==> config.mk <==
export PLATFORM = sky130hd
export DESIGN_NAME = ad1939_dac_stream_rx
export DESIGN_NICKNAME = d
export VERILOG_FILES = /design/src/rtl/ad1939_dac_stream_rx.sv
export SDC_FILE = /design/constraint.sdc
export NUM_CORES = 1
export LEC_CHECK = 0
export BUFFER_PORTS_ARGS = -buffer_cell sky130_fd_sc_hd__buf_2
export CAP_MARGIN = 10
export CORE_ASPECT_RATIO = 0.9
export CORE_MARGIN = 1.5
export CORE_UTILIZATION = 35
export CTS_CLUSTER_DIAMETER = 40
export CTS_CLUSTER_SIZE = 25
export DETAILED_ROUTE_END_ITERATION = 8
export GPL_TIMING_DRIVEN = 0
export HOLD_SLACK_MARGIN = 0.06
export PLACE_DENSITY = 0.61
export SLEW_MARGIN = 20
export SYNTH_ARGS = -nofsm -noshare
export SYNTH_HDL_FRONTEND = slang
export SYNTH_SLANG_ARGS = --single-unit
==> constraint.sdc <==
create_clock -name clk_clk -period 5.98 [get_ports clk_clk]
set_clock_uncertainty 0.1 [all_clocks]
set_input_delay 1.196 -clock clk_clk [delete_from_list [all_inputs] [get_ports clk_clk]]
set_output_delay 1.196 -clock clk_clk [all_outputs]
set_load 0.02 [all_outputs]
==> src/rtl/ad1939_dac_stream_rx.sv <==
// AD1939 DAC-side I2S receiver: oversampled deserializer onto a ready/valid stream.
// Define AD1939_DAC_RX_ERR_EN to build frame-length, overflow and status_clr logic.
module ad1939_dac_stream_rx #(
  parameter int DATA_WIDTH  = 24,
  parameter int SLOT_WIDTH  = 32,
  parameter int SYNC_STAGES = 2
) (
  input  logic                  clk_clk,
  input  logic                  reset_reset_n,
  input  logic                  dbclk,
  input  logic                  dlrclk,
  input  logic                  dsdata,
  output logic [DATA_WIDTH-1:0] out_data,
  output logic                  out_channel,
  output logic                  out_valid,
  input  logic                  out_ready,
  output logic                  frame_err,
  output logic                  overflow,
  input  logic                  status_clr
);

  localparam int IW = $clog2(SLOT_WIDTH + 1);

  typedef enum logic [1:0] {
    IDLE,
    SKIP,
    SHIFT,
    PAD
  } state_t;

  logic [SYNC_STAGES-1:0] bck_s;
  logic [SYNC_STAGES-1:0] lrc_s;
  logic [SYNC_STAGES-1:0] dat_s;

  always_ff @(posedge clk_clk or negedge reset_reset_n) begin
    if (!reset_reset_n) begin
      bck_s <= '0;
      lrc_s <= '0;
      dat_s <= '0;
    end else begin
      bck_s <= {bck_s[SYNC_STAGES-2:0], dbclk};
      lrc_s <= {lrc_s[SYNC_STAGES-2:0], dlrclk};
      dat_s <= {dat_s[SYNC_STAGES-2:0], dsdata};
    end
  end

  // Registered edge detect; LR and data ride along so they stay aligned.
  logic bck_p;
  logic strb;
  logic lr_smp;
  logic d_smp;

  always_ff @(posedge clk_clk or negedge reset_reset_n) begin
    if (!reset_reset_n) begin
      bck_p  <= 1'b0;
      strb   <= 1'b0;
      lr_smp <= 1'b0;
      d_smp  <= 1'b0;
    end else begin
      bck_p  <= bck_s[SYNC_STAGES-1];
      strb   <= bck_s[SYNC_STAGES-1] & ~bck_p;
      lr_smp <= lrc_s[SYNC_STAGES-1];
      d_smp  <= dat_s[SYNC_STAGES-1];
    end
  end

  state_t                state;
  state_t                state_n;
  logic                  lr_q;
  logic [IW-1:0]         idx;
  logic [IW-1:0]         idx_n;
  logic [DATA_WIDTH-2:0] shreg;
  logic [DATA_WIDTH-1:0] word;
  logic                  lr_edge;
  logic                  shift_en;
  logic                  complete;

  assign lr_edge = strb & (lr_smp ^ lr_q);
  assign word    = {shreg, d_smp};

  always_comb begin
    idx_n = idx;
    if (lr_edge)
      idx_n = '0;
    else if (idx != IW'(SLOT_WIDTH))
      idx_n = idx + IW'(1);
  end

  always_comb begin
    state_n  = state;
    shift_en = 1'b0;
    complete = 1'b0;
    if (strb) begin
      unique case (state)
        IDLE: if (lr_edge) state_n = SKIP;
        SKIP: begin
          if (!lr_edge) begin
            state_n  = SHIFT;
            shift_en = 1'b1;
          end
        end
        SHIFT: begin
          if (lr_edge) begin
            state_n = SKIP;
          end else begin
            shift_en = 1'b1;
            if (idx_n == IW'(DATA_WIDTH)) begin
              complete = 1'b1;
              state_n  = PAD;
            end
          end
        end
        PAD: if (lr_edge) state_n = SKIP;
      endcase
    end
  end

  always_ff @(posedge clk_clk or negedge reset_reset_n) begin
    if (!reset_reset_n) begin
      state <= IDLE;
      lr_q  <= 1'b0;
      idx   <= '0;
      shreg <= '0;
    end else begin
      state <= state_n;
      if (strb) begin
        lr_q <= lr_smp;
        idx  <= idx_n;
        if (shift_en)
          shreg <= word[DATA_WIDTH-2:0];
      end
    end
  end

  always_ff @(posedge clk_clk or negedge reset_reset_n) begin
    if (!reset_reset_n) begin
      out_data    <= '0;
      out_channel <= 1'b0;
      out_valid   <= 1'b0;
    end else if (complete && (!out_valid || out_ready)) begin
      out_data    <= word;
      out_channel <= lr_q;
      out_valid   <= 1'b1;
    end else if (out_valid && out_ready) begin
      out_valid <= 1'b0;
    end
  end

`ifdef AD1939_DAC_RX_ERR_EN
  logic slot_bad;
  logic drop;

  // idx at an LR edge is the previous slot's strobe count minus one.
  assign slot_bad = lr_edge && (state != IDLE) &&
                    (idx != IW'(SLOT_WIDTH - 1));
  assign drop     = complete && out_valid && !out_ready;

  always_ff @(posedge clk_clk or negedge reset_reset_n) begin
    if (!reset_reset_n) begin
      frame_err <= 1'b0;
      overflow  <= 1'b0;
    end else begin
      frame_err <= slot_bad | (frame_err & ~status_clr);
      overflow  <= drop | (overflow & ~status_clr);
    end
  end
`else
  logic unused_clr;
  assign unused_clr = status_clr;
  assign frame_err  = 1'b0;
  assign overflow   = 1'b0;
`endif

endmodule
=== After elaboration in Yosys (flattened, before gate mapping) ===
Index checks and enable logic that the tools add are counted.

* Add/sub/neg operators: 1
* Equal/unequal tests: 8
* Muxes and demuxes: 16
* Bitwise gates (word level): 4
* Reductions and logical operators: 10

{| class="wikitable"
|+ Operator list
! operator !! count
|-
| 2-to-1 mux 6 bit || 2
|-
| 2-to-1 mux 1 bit || 9
|-
| 2-to-1 mux 2 bit || 4
|-
| adder 6 x 1 -> 6 bit, second input constant || 1
|-
| == test 6 x 5 -> 1 bit, second input constant || 1
|-
| != test 6 bit, second input constant || 1
|-
| one-hot mux 2 bit (3 select lines) || 1
|-
| == test 2 bit, second input constant || 2
|-
| AND reduction 4 bit || 1
|-
| OR reduction 2 bit || 2
|-
| != test 3 bit, second input constant || 1
|-
| bitwise AND 1 bit || 2
|-
| == test 2 x 1 -> 1 bit, second input constant || 1
|-
| logical AND 1 bit || 2
|-
| zero test 2 bit || 1
|-
| != test 2 x 1 -> 1 bit, second input constant || 1
|-
| != test 2 bit, second input constant || 1
|-
| AND reduction 2 bit || 1
|-
| nonzero test 2 bit || 1
|-
| zero test 1 bit || 1
|-
| logical OR 1 bit || 1
|-
| inverter 1 bit || 1
|-
| XOR 1 bit || 1
|}

* Register bits after elaboration: 68
* Input bits: 7
* Output and inout bits: 28

=== Depth between registers and ports, before layout ===
* Depth in word-level cells: 10
* Depth in mapped cells: 7

=== Least setup slack after synthesis ===
OpenSTA, ideal clock, no wires.

* Path kind: register to register
* From: register idx[0]
* To: register out_channel
* Setup time: 0.127 ns
* Data arrival time: 2.321 ns
* Path slack: 3.431 ns
* Cell stages (with the launch flop): 8
* Buffers on the path: 1
* Clock period less this slack: 2.549 ns
* Cells stage by stage: dfrtp_1 -> inv_1 -> ha_1 -> or3_1 -> a2111o_1 -> nor3_4 -> buf_6 -> mux2_1

* Word-level cells in the longest chain between the ends: 9

{| class="wikitable"
|+ RTL lines
! what !! RTL line !! source
|-
| start, declared || 70 || <nowiki>logic [IW-1:0] idx;</nowiki>
|-
| start signal, assigned || 128 || <nowiki>idx <= idx_n;</nowiki>
|-
| adder 6 x 1 -> 6 bit / != test 6 bit (equally long branches) || 86, 85 ||
|-
| 2-to-1 mux 6 bit * || 85 || <nowiki>else if (idx != IW'(SLOT_WIDTH))</nowiki>
|-
| 2-to-1 mux 6 bit * || 83 || <nowiki>if (lr_edge)</nowiki>
|-
| == test 6 x 5 -> 1 bit * || 107 || <nowiki>if (idx_n == IW'(DATA_WIDTH)) begin</nowiki>
|-
| 2-to-1 mux 1 bit * || 107 ||
|-
| 2-to-1 mux 1 bit * || 103 || <nowiki>if (lr_edge) begin</nowiki>
|-
| 2-to-1 mux 1 bit * || 94 || <nowiki>unique case (state)</nowiki>
|-
| 2-to-1 mux 1 bit * || 93 || <nowiki>if (strb) begin</nowiki>
|-
| logical AND 1 bit * || 140 || <nowiki>end else if (complete && (!out_valid || out_ready)) begin</nowiki>
|-
| end signal, assigned || 142 || <nowiki>out_channel <= lr_q;</nowiki>
|-
| end, declared || 14 || <nowiki>output logic out_channel,</nowiki>
|}

Every way passes the cells marked *; elsewhere a longest branch is shown, timed or not.
A chain may end at the register's enable or synchronous reset.

=== Worst setup path after layout ===
* From: register idx[0]
* To: register out_data[0]

* Word-level cells in the longest chain between the ends: 9

{| class="wikitable"
|+ RTL lines
! what !! RTL line !! source
|-
| adder 6 x 1 -> 6 bit / != test 6 bit (equally long branches) || 86, 85 ||
|-
| 2-to-1 mux 6 bit * || 85 ||
|-
| 2-to-1 mux 6 bit * || 83 ||
|-
| == test 6 x 5 -> 1 bit * || 107 ||
|-
| 2-to-1 mux 1 bit * || 107 ||
|-
| 2-to-1 mux 1 bit * || 103 ||
|-
| 2-to-1 mux 1 bit * || 94 ||
|-
| 2-to-1 mux 1 bit * || 93 ||
|-
| logical AND 1 bit * || 140 ||
|-
| end signal, assigned || 141 || <nowiki>out_data <= word;</nowiki>
|-
| end, declared || 13 || <nowiki>output logic [DATA_WIDTH-1:0] out_data,</nowiki>
|}

Marked as above.

==> flow_metrics.tcl <==
set metrics [dict create \
    status "completed" \
    final_common_cell "dfrtp_1" \
    grt.total_usage 0.1234 \
    cts_tree "built" \
    leakagePower_nw 1.690 \
    htreeDepth 3 \
    drive_gt1_frac 0.3415 \
    synth.area.mux_share 0.2007 \
    critPathLaunchType "register" \
    tightest_slew_ns 0.7027 \
    antenna_found_initial 0 \
    ir_drop_v 0.0001258 \
    criticalPathCategory "reg2reg" \
    synth_edf_count 0 \
    nNetsFinal 252 \
    synth_top_area_cell "dfrtp_1" \
    viasPerCell 4.716 \
    cts_resized 0 \
    rsz0062_at_grt "no" \
    grt_pass1_vias 1525 \
    cts_buffers 9 \
    vias 1613 \
    postCtsSetupBuffers 0 \
    fp.dieW_um 96.42 \
    cts.sinks 68 \
    slew_viol_final 0 \
    dr.pass1.iters 5 \
    diodes 0 \
    start_util 0.3625 \
    final_hold_viol_count 0 \
    max_slew_margin 0.5279 \
    syn_inst 197 \
    mostFrequentLayoutCells "68 x dfrtp_1, 32 x buf_2, 29 x mux2_2" \
    synth_ff_type "dfrtp_1" \
    cts-root-buf "clkbuf_8" \
    layout_setup_ws_ns 3.095 \
    synthAdderAreaFrac 0.01821 \
    gp_congestion 0.7853 \
    synth_seq_area_share 0.6190 \
    yosys_register_bits 68 \
    total_power_mw 1.068 \
    pin_count 35 \
    place_ws_ns 3.080 \
    grt_max_degree 50 \
    detail_route.wl_per_cell_um 12.78 \
    finalCritPeriodShare 0.4824 \
    path_clk_slew_ns 0.07 \
    ant_nets 0 \
    overflow 0 \
    grt_pass1_wl_um 7665 \
    synth_top_area_frac 0.6190 \
    synth_xor_xnor_area_share 0.009558 \
    synth_area_per_cell_um2 13.95 \
    powerDensity_nw_per_um2 325.2 \
    drtIter0Drc 67 \
    die_height_um 87.08 \
    dp_hpwl_um 2903 \
    wl_um 4371 \
    yosysUniqueCellTypes 35 \
    yosys_warnings 0 \
    cp-end-kind "register" \
    placement_rows 30 \
    core_um2 7582 \
    dieArea_um2 8395 \
    synthToLayoutAreaGrowth_pct 19.44 \
    tns_ns 0 \
    clkLatencyLatePin_ns 0.34 \
    fmax_mhz 346.7 \
    synth_top_family_by_area "multiplexers" \
    synth_area_um2 2749 \
    finalSetupViolCount 0 \
    async_flop_share 1.000 \
    io_buffers 31 \
    cp_max_fo 10 \
    drc 0 \
    ys_top_cells_by_area "dfrtp_1 62%, mux2_2 12%, mux2_1 8.2%, o21ai_0 2.2%, ha_1 1.8%" \
    synthSimpleGateAreaFrac 0.06509 \
    fin_crit_ns 2.885 \
    hold_class "reg2reg" \
    hold_buffers 0 \
    cts_buffer_depth 2 \
    drv_cap 0 \
    cp.arrival_ns 3.00 \
    synth_compound_area_frac 0.05234 \
    critPathRequiredTime_ns 6.10 \
]
[kinds of logic (layout without fill, tap and decap cells)]
family	after synthesis	in the layout
AOI/OAI and AO/OA	23	23
xor gates and xnor gates	3	3
adders and majority gates	4	4
buffers and inverters	18	66
DFF	68	68
muxes	49	49
other	1	2
and+or+nand+nor	31	31
[cell type report]
type,count,area [um2]
timing repair buffer,32,185.2
buffer,10,62.56
inverter,8,30.03
sequential,68,1702
clock buffer,10,137.6
fill,723,4299
clock inverter,6,87.58
multi-input combinational,112,958.4
tap,96,120.1
[worst max-delay path: stages, from the launching register on]
cell and delay (ns):
dfrtp_1 0.45, ha_1 0.30, a21boi_0 0.21, o221ai_1 0.16, a2111o_1 0.55, nor3_4 0.43
buf_6 0.23, mux2_1 0.33
[cell usage after synthesis, types with 2 or more instances]
library cell,count
a31oi_1,3
and3_1,2
buf_2,2
buf_4,2
buf_6,2
clkbuf_1,4
dfrtp_1,68
ha_1,4
inv_1,8
mux2_1,20
mux2_2,29
nand2_1,9
nand3_1,7
nor2b_1,3
nor3_1,2
o21ai_0,12
xor2_1,2
[per-layer routing]
layer | up-vias | GRT usage | routed length [um]
met5 | - | 0 | 0
met4 | 0 | 0.06324 | 48
met3 | 7 | 0.03752 | 229
met2 | 44 | 0.1626 | 1918
met1 | 781 | 0.1814 | 2174
li1 | 781 | - | -
[sequential cells by signal, indices dropped and copies added, names as in the netlist]
name	flops
bck_s	2
lr_q	1
d_smp	1
bck_p	1
idx	6
lr_smp	1
lrc_s	2
shreg	23
out_valid	1
out_channel	1
dat_s	2
strb	1
state	2
out_data	24
[worst paths after layout]
| path | slack, ns | depth (start not counted) | start | endpoint |
|---|---|---|---|---|
| min in group asynchronous | 0.64 | 1 | reset_reset_n | out_data[7] |
| hold reg to reg | 0.25 | 0 | bck_s[0] | bck_s[1] |
| hold / removal | 0.25 | 0 | bck_s[0] | bck_s[1] |
| setup reg to reg | 3.10 | 7 | idx[0] | out_data[0] |
| max in group asynchronous | 4.62 | 2 | reset_reset_n | idx[4] |
| setup / recovery | 3.10 | 7 | idx[0] | out_data[0] |
[where the power goes]
part / leakage [nW] / total, mW / switching [mW] / internal (mW)
combinational: 0.661 / 0.130 / 0.0699 / 0.0597
clock: 0.116 / 0.415 / 0.169 / 0.246
sequential: 0.913 / 0.523 / 0.0281 / 0.495
[metrics by stage]
step | util | instances | hold slack (ns) | area (um2)
2_1_floorplan | - | 198 | 0.2312 | 2753
3_3_place_gp | 0.3993 | 325 | 0.2339 | 3028
3_5_place_dp | 0.4033 | 326 | 0.2364 | 3058
4_1_cts | 0.4330 | 342 | 0.2537 | 3283
5_1_grt | 0.4330 | 342 | 0.2647 | 3283
6_report | 0.4330 | 342 | 0.2500 | 3283
No activity file was read; power rests on OpenSTA's default activity.
